File: config.mk
export PLATFORM = sky130hd
export DESIGN_NAME = dvp_gray_capture
export DESIGN_NICKNAME = d
export VERILOG_FILES = /design/src/rtl/dvp_gray_capture.sv
export SDC_FILE = /design/constraint.sdc
export NUM_CORES = 1
export LEC_CHECK = 0
export BUFFER_PORTS_ARGS = -buffer_cell sky130_fd_sc_hd__buf_2
export CAP_MARGIN = 20
export CELL_PAD_IN_SITES_DETAIL_PLACEMENT = 1
export CELL_PAD_IN_SITES_GLOBAL_PLACEMENT = 1
export CORE_ASPECT_RATIO = 1.5
export CORE_UTILIZATION = 33
export DETAILED_ROUTE_END_ITERATION = 8
export PLACE_DENSITY = 0.67
export SKIP_CTS_REPAIR_TIMING = 1
export SLEW_MARGIN = 20
export SYNTH_ARGS = -nofsm -noshare
export SYNTH_HDL_FRONTEND = slang
export SYNTH_SLANG_ARGS = --single-unit
export TNS_END_PERCENT = 5
File: constraint.sdc
create_clock -name sclk -period 4.27 [get_ports sclk]
set_clock_uncertainty 0.15 [all_clocks]
set_input_delay 0.854 -clock sclk [delete_from_list [all_inputs] [get_ports sclk]]
set_output_delay 0.854 -clock sclk [all_outputs]
set_load 0.005 [all_outputs]
File: src/rtl/dvp_gray_capture.sv
// dvp_gray_capture: DVP RGB565 byte stream -> 8-bit luma with start-up frame skip.
// Optional macro TEST_PATTERN_EN adds input test_mode (gray = pixel index in line).
`default_nettype none

module dvp_gray_capture #(
  parameter int IMG_W       = 640,
  parameter int SKIP_FRAMES = 10
) (
  input  logic       sclk,
  input  logic       s_rst_n,
  input  logic       cam_vsync,
  input  logic       cam_href,
  input  logic       cam_byte_en,
  input  logic [7:0] cam_data,
`ifdef TEST_PATTERN_EN
  input  logic       test_mode,
`endif
  output logic [7:0] gray,
  output logic       gray_valid,
  output logic       vsync_out,
  output logic       frame_err
);

  localparam int FC_W = (SKIP_FRAMES > 1) ? $clog2(SKIP_FRAMES + 1) : 1;
  localparam int PC_W = $clog2(IMG_W + 2);
  localparam logic [FC_W-1:0] FC_LAST = FC_W'((SKIP_FRAMES > 0) ? SKIP_FRAMES - 1 : 0);
  localparam logic [PC_W-1:0] PC_FULL = PC_W'(IMG_W);
  localparam logic [PC_W-1:0] PC_SAT  = PC_W'(IMG_W + 1);

  typedef enum logic [1:0] {
    WAIT_VS = 2'd0,
    SKIP    = 2'd1,
    ACTIVE  = 2'd2
  } state_t;

  state_t          state;
  logic [FC_W-1:0] frame_cnt;
  logic            vs_d1;
  logic            vs_d2;
  logic            href_d1;
  logic            phase_low;
  logic [7:0]      hi_byte;
  logic [PC_W-1:0] pix_cnt;

  logic            s1_valid;
  logic [15:0]     s1_pr;
  logic [15:0]     s1_pg;
  logic [15:0]     s1_pb;
`ifdef TEST_PATTERN_EN
  logic            s1_test;
  logic [7:0]      s1_idx;
`endif

  logic        vs_rise;
  logic        href_fall;
  logic        accept;
  logic        pix_done;
  logic        pix_keep;
  logic        line_bad;
  logic        err_event;
  logic [4:0]  r5;
  logic [5:0]  g6;
  logic [4:0]  b5;
  logic [7:0]  r8;
  logic [7:0]  g8;
  logic [7:0]  b8;
  logic [15:0] sum;
  logic [7:0]  luma;

  always_comb begin
    vs_rise   = cam_vsync & ~vs_d1;
    href_fall = href_d1 & ~cam_href;
    accept    = (state == ACTIVE) & cam_href & ~cam_vsync & cam_byte_en;
    pix_done  = accept & phase_low;
    pix_keep  = pix_done & (pix_cnt < PC_FULL);
    // A clean line ends with exactly IMG_W pixels and no dangling high byte.
    line_bad  = (state == ACTIVE) & href_fall & ((pix_cnt != PC_FULL) | phase_low);
    err_event = line_bad | (pix_done & ~pix_keep);

    r5 = hi_byte[7:3];
    g6 = {hi_byte[2:0], cam_data[7:5]};
    b5 = cam_data[4:0];
    r8 = {r5, r5[4:2]};
    g8 = {g6, g6[5:4]};
    b8 = {b5, b5[4:2]};

    sum  = s1_pr + s1_pg + s1_pb;
    luma = 8'(sum >> 8);
  end

  always_ff @(posedge sclk or negedge s_rst_n) begin
    if (!s_rst_n) begin
      state     <= WAIT_VS;
      frame_cnt <= '0;
    end else if (vs_rise) begin
      case (state)
        WAIT_VS: state <= (SKIP_FRAMES == 0) ? ACTIVE : SKIP;
        SKIP: begin
          frame_cnt <= frame_cnt + FC_W'(1);
          if (frame_cnt == FC_LAST) state <= ACTIVE;
        end
        ACTIVE:  state <= ACTIVE;
        default: state <= WAIT_VS;
      endcase
    end
  end

  always_ff @(posedge sclk or negedge s_rst_n) begin
    if (!s_rst_n) begin
      vs_d1     <= 1'b0;
      vs_d2     <= 1'b0;
      href_d1   <= 1'b0;
      phase_low <= 1'b0;
      hi_byte   <= 8'd0;
      pix_cnt   <= '0;
      frame_err <= 1'b0;
    end else begin
      vs_d1   <= cam_vsync;
      vs_d2   <= vs_d1;
      href_d1 <= cam_href;

      if (!cam_href) begin
        phase_low <= 1'b0;
        pix_cnt   <= '0;
      end else if (accept) begin
        phase_low <= ~phase_low;
        if (!phase_low) begin
          hi_byte <= cam_data;
        end else if (pix_cnt != PC_SAT) begin
          // Saturate just past IMG_W so long lines never wrap back into range.
          pix_cnt <= pix_cnt + PC_W'(1);
        end
      end

      if (err_event) begin
        frame_err <= 1'b1;
      end else if (vs_rise) begin
        frame_err <= 1'b0;
      end
    end
  end

  assign vsync_out = vs_d2;

  always_ff @(posedge sclk or negedge s_rst_n) begin
    if (!s_rst_n) begin
      s1_valid   <= 1'b0;
      s1_pr      <= 16'd0;
      s1_pg      <= 16'd0;
      s1_pb      <= 16'd0;
`ifdef TEST_PATTERN_EN
      s1_test    <= 1'b0;
      s1_idx     <= 8'd0;
`endif
      gray       <= 8'd0;
      gray_valid <= 1'b0;
    end else begin
      s1_valid <= pix_keep;
      if (pix_keep) begin
        s1_pr <= 16'(r8) * 16'd77;
        s1_pg <= 16'(g8) * 16'd150;
        s1_pb <= 16'(b8) * 16'd29;
`ifdef TEST_PATTERN_EN
        s1_test <= test_mode;
        s1_idx  <= 8'(pix_cnt);
`endif
      end

      gray_valid <= s1_valid;
      if (s1_valid) begin
`ifdef TEST_PATTERN_EN
        gray <= s1_test ? s1_idx : luma;
`else
        gray <= luma;
`endif
      end
    end
  end

endmodule

`default_nettype wire

Yosys cells after proc, flatten, opt, wreduce, memory -nomap -nowiden

Index checks and enable logic that the tools add are counted.

Reductions and logical operators: 6
Equality and inequality tests: 9
Mux-type cells: 10
Add/sub/neg operators: 4
Order comparisons: 1
$mul: 3
Bitwise gates (word level): 17

Operators with widths:

| operator                | count |
|---|---|
| $mux W10                | 4 |
| $mul A8 B7 Y15 const B  | 2 |
| $ne A10 B10 Y1 const B  | 2 |
| $add A15 B16 Y16        | 1 |
| $add A16 B13 Y16        | 1 |
| $mul A8 B5 Y13 const B  | 1 |
| $add A10 B1 Y10 const B | 1 |
| $and A1 B1 Y1           | 10 |
| $lt A10 B10 Y1 const B  | 1 |
| $ne A2 B1 Y1 const B    | 3 |
| $pmux W2 S3             | 1 |
| $reduce_and A3 Y1       | 2 |
| $not A1 Y1              | 5 |
| $add A4 B1 Y4 const B   | 1 |
| $eq A4 B4 Y1 const B    | 1 |
| $mux W1                 | 4 |
| $reduce_and A2 Y1       | 2 |
| $eq A2 B1 Y1 const B    | 1 |
| $eq A2 B2 Y1 const B    | 1 |
| $logic_not A2 Y1        | 1 |
| $mux W2                 | 1 |
| $ne A2 B2 Y1 const B    | 1 |
| $or A1 B1 Y1            | 2 |
| $reduce_bool A2 Y1      | 1 |

Input bits: 13
Word-level logic and storage cells: 65
Bits in registers: 82

Depth between registers and ports, before layout

Gate-level depths: netlist of run 1.

Depth in word-level cells: 10
Depth in mapped cells: 14

Least setup slack after synthesis of run 1

OpenSTA, ideal clock, no wires.

Kind: input to register
From: input cam_data[7]
To: register s1_pg[14]
Slack: 292 ps
Buffers on the path: 0
Stages on the path: 13
Arrival time: 3694 ps
Cell sequence: ha_1 ha_1 inv_1 fa_1 fa_1 inv_1 ha_1 and3_1 a221oi_1 o31a_1 a21oi_1 xnor2_1 o21ai_0

Cells in the longest elaborated chain, start to end: 1

RTL lines:

| what                   | RTL line | source |
|---|---|---|
| start: declaration     | 14       | `input logic [7:0] cam_data,` |
| $mul A8 B7 Y15         | 161      | `s1_pg <= 16'(g8) * 16'd150;` |
| end signal: assignment | 161      |  |
| end: declaration       | 47       | `logic [15:0] s1_pg;` |

Every way passes these cells.
A chain may end at the register's enable or synchronous reset.

Worst setup path after layout of run 1

Ends and elaborated chain as after synthesis.

==> run metrics, run 1 <==
status=finished, final reports clean; synth cell count leaders=ha_1 (119), nand2_1 (83), dfrtp_1 (82); total number of vias=5037; CTS tree=yes; final hold vios=0; post-synthesis cell area=0.00687 sq mm; slew margin rel.=48.6%; largest net degree at the start of global routing=83; Routed Antenna Nets=0; CP arrival=3.94 ns; first-pass GRT wire length=26300 um; critical path class=input port to flop; TritonCTS buffer count=9; Setup crit start kind=input port; fillcell total=2359; Ports=24; CP Max Fanout=4; synthesized area per cell=9.76 sq um; Tcrit/Tclk final=90.7%; vias per inst=5.02; die width=120 um; GRT met2 Usage=30.5%; FP Rows=64; final WL=15500 um; worst min path class=flop to flop; Starting Density=33.7%; Worst path top cell family by delay=adder cells; drt pass-1 iters=4; crit path cell chain=buf_2, ha_1, ha_1, inv_1, fa_1, fa_1, inv_1, ha_1, and3_1, a221oi_1, o31a_1, a21oi_1, xnor2_1, o21ai_0; die height=179 um; vias in the first global route=5454; RSZ-0062 raised after global routing=false; Port Buffers=23; number of DRC markers in iteration 0=176; R2R Setup Slk=0.52 ns; synth-to-layout area growth=11.0%; fraction of final layout cells sized beyond drive strength 1=8.92%; grt met1 use=17.3%; layout net count=904; Final min period=3.87 ns; endpoints failing setup=0; die area=0.0214 sq mm; Final TNS setup=0 ns; Detailed Place HPWL=12700 um; Tot GR Track Use=15.6%; remaining global-route overflow=0; f_max=258 MHz; global placer's final weighted congestion=0.784; Max clock buf depth=2; grt met3 use=2.10%; Final Util=37.4%; ANT cells=0; core area=0.0204 sq mm; detailed-route DRC error count=0; CP dominant cell by count=ha_1; Yosys top cell area share=29.9%; CP Capture Type=flop; number of antenna violations at the first check in global routing=0; Synthesized Nets=873; FFs w/ async S/R, synth=100%; Slew @ Worst Pin=0.771 ns; CP bufs+invs=3; top cell type by total area after synthesis=dfrtp_1; CTS Sinks=82; Yosys reg bits=82; Slowest-stage cell, CP=fa_1; Post-Syn Instances=704; Synth warnings=0; top cells by area, synth=dfrtp_1 (30%), ha_1 (22%), fa_1 (11%); Crit path largest cell delay=0.53 ns; Reg clk slew, reported paths=0.06 ns; Clock Latency Late Sink=0.35 ns; max_cap viols=0; CTS H-tree lvls=3; Post-synth top flop=dfrtp_1; final hold slack=0.218 ns; clk root buf=clkbuf_16; top-count cell post-synth=ha_1; post-synthesis sequential area ratio=29.9%; Worst Path Required=4.34 ns; Slew Limit Fails=0; synth unique cells=56; GRT busiest layer=met2; number of synthesized flops with an enable pin=0; wire length per cell=15.4 um
[through the flow]
stage | worst slack [ns] | instances | area, sq um
floorplan | 0.292 | 704 | 6870
global placement | 0.121 | 988 | 7350
detailed placement | 0.0306 | 988 | 7350
CTS | 0.393 | 1004 | 7630
global route | 0.200 | 1004 | 7630
finish | 0.399 | 1004 | 7630
[final timing paths]
| kind | from | cells after the start | end |
|---|---|---|---|
| worst max-delay path | cam_data[7] | 14 | s1_pg[14] |
| worst min register to register | vs_d1 | 0 | vsync_out |
| min in group asynchronous | s_rst_n | 1 | pix_cnt[6] |
| max in group asynchronous | s_rst_n | 1 | s1_pr[12] |
| worst max register to register | hi_byte[1] | 13 | s1_pg[14] |
| worst min-delay path | vs_d1 | 0 | vsync_out |
[placed cells by master (no fill, tap or decap), types with 3 or more instances in the layout]
| cell type | instances |
|---|---|
| nor3_1 | 9 |
| or3_1 | 3 |
| nor2b_1 | 5 |
| a211oi_1 | 6 |
| nand2_1 | 82 |
| nand4_1 | 6 |
| a21boi_0 | 5 |
| nand3_1 | 6 |
| or2_2 | 3 |
| nand2b_1 | 6 |
| ha_1 | 119 |
| a21oi_1 | 32 |
| mux2i_1 | 4 |
| and2_1 | 6 |
| o31ai_1 | 7 |
| nor2_1 | 21 |
| xor2_1 | 13 |
| buf_2 | 22 |
| o21bai_1 | 5 |
| mux2_2 | 6 |
| clkbuf_16 | 9 |
| o31a_1 | 3 |
| o21ai_0 | 65 |
| buf_4 | 11 |
| fa_1 | 37 |
| dfrtp_1 | 82 |
| and3_1 | 5 |
| inv_1 | 77 |
| xnor2_1 | 22 |
| o21a_1 | 7 |
| a21o_1 | 14 |
[cell type report]
class,instances,area (sq um),share of cell area [%]
multi-input cells,530,4470,58.6
flip-flops and latches,82,2050,26.9
well taps,264,330,4.33
inverters,78,293,3.84
clock buffers,9,225,2.95
repair buffers,34,204,2.67
clock inverters,7,53.8,0.705
[registers in the layout, summed over array words and instances (netlist names), 2 cells and up]
register / cells
s1_pr: 15
frame_cnt: 4
gray: 8
state: 2
hi_byte: 8
s1_pb: 13
s1_pg: 15
pix_cnt: 10
[worst reg2reg max path, cell delays in order (launching register included)]
cell,delay (ns)
dfrtp_1,0.47
ha_1,0.32
ha_1,0.27
inv_1,0.05
fa_1,0.49
fa_1,0.53
inv_1,0.04
ha_1,0.33
and3_1,0.16
a221oi_1,0.29
o31a_1,0.21
a21oi_1,0.09
xnor2_1,0.13
o21ai_0,0.08
[metal layers]
layer / wire [um] / up-vias
li1: - / 2500
met1: 6420 / 2486
met2: 8610 / 35
met3: 208 / 16
met4: 235 / 0
met5: 0 / -
[kinds of logic after synthesis]
kind of cell / Yosys count / synth area share [%]
adder cells (fa/ha/maj): 156 / 32.4
buffers and inverters: 92 / 5.13
flip-flops: 82 / 29.9
XOR/XNOR: 35 / 4.46
multiplexers: 10 / 1.57
AO/OA/AOI/OAI: 167 / 15.6
AND/OR/NAND/NOR: 162 / 11.0
Power of run 1 is left out: the tool's default activity adds up to more than one toggle a clock period on the data nets, which glitch-free logic cannot reach.
==> run 2: changes to the inputs <==
Settings changed: CORE_UTILIZATION 33 to 40, PLACE_DENSITY 0.67 to 0.77.
==> run metrics, run 2 (synthesis gave the netlist of run 1 again) <==
vias in the first global route=5813 (+6.6%); drt pass-1 iters=4 (unchanged); Tcrit/Tclk final=94.3% (+3.6 points); number of antenna violations at the first check in global routing=0 (unchanged); number of DRC markers in iteration 0=134 (-24%); slew margin rel.=48.8% (+0.23 points); final WL=16900 um (+9.5%); Worst Path Required=4.36 ns (+0.02 ns); Reg clk slew, reported paths=0.07 ns (about the same); die width=109 um (-9.0%); f_max=248 MHz (-3.8%); Tot GR Track Use=20.9% (+5.3 points); total number of vias=5151 (+2.3%); CTS Sinks=82 (unchanged); clk root buf=clkbuf_16; Routed Antenna Nets=0 (unchanged); largest net degree at the start of global routing=83 (unchanged); wire length per cell=17.9 um (+16%); CTS H-tree lvls=3 (unchanged); FP Rows=58 (-9.4%); Final Util=45.1% (+7.7 points); CP arrival=4.12 ns (+0.18 ns); layout net count=900 (-0.44%); Clock Latency Late Sink=0.35 ns (about the same); fraction of final layout cells sized beyond drive strength 1=8.56% (-0.36 points); remaining global-route overflow=0 (unchanged); Final min period=4.03 ns (+0.155 ns); core area=0.0168 sq mm (-18%); R2R Setup Slk=0.48 ns (-0.04 ns); status=finished, final reports clean; post-route cell area=0.00755 sq mm (-1.0%); first-pass GRT wire length=28300 um (+7.6%); Starting Density=41.0% (+7.3 points); synth-to-layout area growth=9.87%; global placer's final weighted congestion=0.870 (+11%); die height=163 um (-9.1%); commonest non-fill, non-tap cell in the layout=ha_1; most frequent cells in the layout=ha_1 (119), nand2_1 (82), dfrtp_1 (82); final hold slack=0.256 ns (+0.0376 ns); Worst setup endpoint=s1_pb[10]; CP Capture Type=flop; RSZ-0062 raised after global routing=false; reg2reg end=s1_pg[14]; worst setup path start=cam_data[0]; Ports=24 (unchanged); Slew Limit Fails=0 (unchanged); RR Startpoint=hi_byte[1]; Max clock buf depth=2 (unchanged); endpoints failing setup=0 (unchanged); fillcell total=1927 (-18%); Detailed Place HPWL=13800 um (+8.1%); Setup crit start kind=input port; hold path cells=0 (unchanged); Register-to-Register Path Depth=13 (unchanged); critical path class=input port to flop; detailed-route DRC error count=0 (unchanged); ANT cells=0 (unchanged); biggest registers after layout=s1_pg: 15 flops, s1_pr: 15 flops, s1_pb: 13 flops; worst min path class=flop to flop; vias per inst=5.45 (+8.5%); max_cap viols=0 (unchanged); Port Buffers=23 (unchanged); dpl cell area=0.00725 sq mm (-1.3%); final hold vios=0 (unchanged); CTS tree=yes; die area=0.0177 sq mm (-17%); CP Max Fanout=4 (unchanged); TritonCTS buffer count=9 (unchanged); Slew @ Worst Pin=0.768 ns (-0.00351 ns)
[run 2: routing by layer]
layer  track usage (%)  share of wire, %  wire length, um  vias to the layer above
met5                 0                 0                0                        -
met4              10.4               4.0              674                        0
met3              2.28               1.8              308                       31
met2              41.1                57             9740                       73
met1              21.0                37             6220                     2559
li1                  -                 -                -                     2488
[run 2: final cells by class]
| type | count | area [sq um] | share of cell area (%) |
|---|---|---|---|
| clock buffers | 9 | 225 | 2.98 |
| flip-flops and latches | 82 | 2050 | 27.2 |
| clock inverters | 7 | 71.3 | 0.944 |
| repair buffers | 30 | 174 | 2.30 |
| well taps | 210 | 263 | 3.48 |
| multi-input cells | 530 | 4470 | 59.2 |
| inverters | 78 | 293 | 3.88 |
[run 2: worst min-delay path by stage]
| stage | startpoint | endpoint | slack (ns) |
|---|---|---|---|
| finish | vs_d1 | vsync_out | 0.26 |
| global route | vs_d1 | vsync_out | 0.26 |
| CTS | vs_d1 | vsync_out | 0.25 |
| detailed placement | vs_d1 | vsync_out | 0.22 |
| global placement | vs_d1 | vsync_out | 0.21 |
| floorplan | vs_d1 | vsync_out | 0.20 |
[run 2: through the flow]
stage	std cells	setup WS, ns	TNS, ns
finish	946	0.244	0
global route	946	0.0760	0
CTS	946	0.243	0
detailed placement	930	-0.0556	-0.0556
global placement	930	0.0854	0
floorplan	704	0.292	0
[run 2: worst max-delay path: stages]
cell	delay, ns
buf_2	0.10
inv_1	0.11
fa_1	0.57
inv_1	0.06
ha_1	0.27
inv_1	0.05
fa_1	0.49
inv_1	0.04
ha_1	0.34
a21o_1	0.17
a21o_1	0.17
o21ai_0	0.23
a21boi_0	0.18
o21a_1	0.22
o31ai_1	0.26
Power of run 2 is left out for the same reason.
==> run 3: changes to the inputs <==
Clock period 4.27 ns to 4.95 ns, I/O delays scaled along.
==> run metrics, run 3 (synthesis gave the netlist of run 1 again) <==
CP Capture Type=flop; total number of vias=5159 (+0.16%); first-pass GRT wire length=28100 um (-0.88%); remaining global-route overflow=0 (unchanged); Slew Limit Fails=0 (unchanged); die area=0.0177 sq mm (unchanged); TritonCTS buffer count=9 (unchanged); Port Buffers=23 (unchanged); largest net degree at the start of global routing=83 (unchanged); Placed Cells=924 (-0.65%); FP Rows=58 (unchanged); vias in the first global route=5757 (-0.96%); Final TNS setup=0 ns (unchanged); wire length per cell=17.7 um (-0.99%); Final min period=4.18 ns; Slew @ Worst Pin=0.750 ns (-0.0176 ns); f_max=239 MHz; Routed Antenna Nets=0 (unchanged); post-route cell area=0.00751 sq mm (-0.55%); die width=109 um (unchanged); worst min path class=flop to flop; biggest registers after layout=s1_pg: 15 flops, s1_pr: 15 flops, s1_pb: 13 flops; Detailed Place HPWL=13500 um (-1.7%); global placer's final weighted congestion=0.824 (-5.3%); Register-to-Register Path Depth=13 (unchanged); commonest non-fill, non-tap cell in the layout=ha_1; Tot GR Track Use=20.7% (-0.22 points); CTS Sinks=82 (unchanged); CTS tree=yes; most frequent cells in the layout=ha_1 (119), nand2_1 (82), dfrtp_1 (82); fraction of final layout cells sized beyond drive strength 1=7.68% (-0.88 points); number of DRC markers in iteration 0=149 (+11%); Tcrit/Tclk final=84.4%; clk root buf=clkbuf_16; Worst Path Required=5.00 ns (+0.64 ns); Ports=24 (unchanged); number of antenna violations at the first check in global routing=0 (unchanged); critical path class=input port to flop; status=finished, final reports clean; CP arrival=4.22 ns (+0.10 ns); Max clock buf depth=2 (unchanged); final worst slack=0.774 ns (+0.530 ns); endpoints failing setup=0 (unchanged); CTS H-tree lvls=3 (unchanged); die height=163 um (unchanged); drt pass-1 iters=4 (unchanged); synth-to-layout area growth=9.26%; ANT cells=0 (unchanged); final hold vios=0 (unchanged); Reg clk slew, reported paths=0.07 ns (about the same); max_cap viols=0 (unchanged); dpl cell area=0.00721 sq mm (-0.62%); slew margin rel.=49.9% (+1.1 points); Starting Density=41.0% (unchanged); core area=0.0168 sq mm (unchanged); final WL=16700 um (-1.7%); Place WS=0.351 ns (+0.407 ns); final cell count without fillers=939 (-0.74%); layout net count=894 (-0.67%); Setup crit start kind=input port; detailed-route DRC error count=0 (unchanged); CP Max Fanout=7 (+3); fillcell total=1920 (-0.36%); RSZ-0062 raised after global routing=false; vias per inst=5.49 (+0.90%); hold path cells=0 (unchanged); Clock Latency Late Sink=0.35 ns (about the same)
-- run 3: cell count changes in the layout (fill, tap and decap cells not counted) --
cell,delta
clkinv_8,-1
clkinv_4,+1
bufinv_16,+1
clkinvlp_4,-1
buf_4,-6
inv_8,-1
-- run 3: path summary, 6_finish.rpt --
| kind | start | to | slack, ns |
|---|---|---|---|
| hold reg to reg | vs_d1 | vsync_out | 0.23 |
| hold / removal | vs_d1 | vsync_out | 0.23 |
| setup / recovery | cam_data[7] | s1_pg[12] | 0.77 |
| min in group asynchronous | s_rst_n | gray[1] | 0.52 |
| setup reg to reg | hi_byte[1] | s1_pg[12] | 1.03 |
| max in group asynchronous | s_rst_n | s1_pg[8] | 3.60 |
-- run 3: cell type report --
class	count	area, sq um	area share [%]
Clock buffer	9	225	3.00
Clock inverter	6	75.1	1.00
Inverter	78	293	3.90
Multi-Input combinational cell	530	4470	59.6
Sequential cell	82	2050	27.3
Tap cell	210	263	3.50
Timing Repair Buffer	24	129	1.72
-- run 3: through the flow --
step                      util (%)  hold WS [ns]
final                         44.8         0.233
after global routing          44.8         0.245
after CTS                     44.8         0.236
after detailed placement      43.0         0.212
after global placement        43.0         0.216
after floorplan                  -         0.196
-- run 3: critical path, cell delays in order --
cell,delay (ns)
buf_2,0.14
ha_1,0.30
ha_1,0.28
inv_1,0.05
fa_1,0.49
fa_1,0.51
inv_1,0.04
ha_1,0.39
and3_1,0.19
a221oi_1,0.28
o31a_1,0.21
o21bai_1,0.08
xnor2_1,0.16
o21ai_0,0.11
-- run 3: per-layer routing --
metal	share of wire, %	track usage [%]	wire [um]	vias up
met5	0	0	0	-
met4	3.6	9.28	607	0
met3	1.9	2.80	313	41
met2	56	40.3	9400	74
met1	38	21.1	6330	2578
li1	-	-	-	2466
Power of run 3 is left out for the same reason.
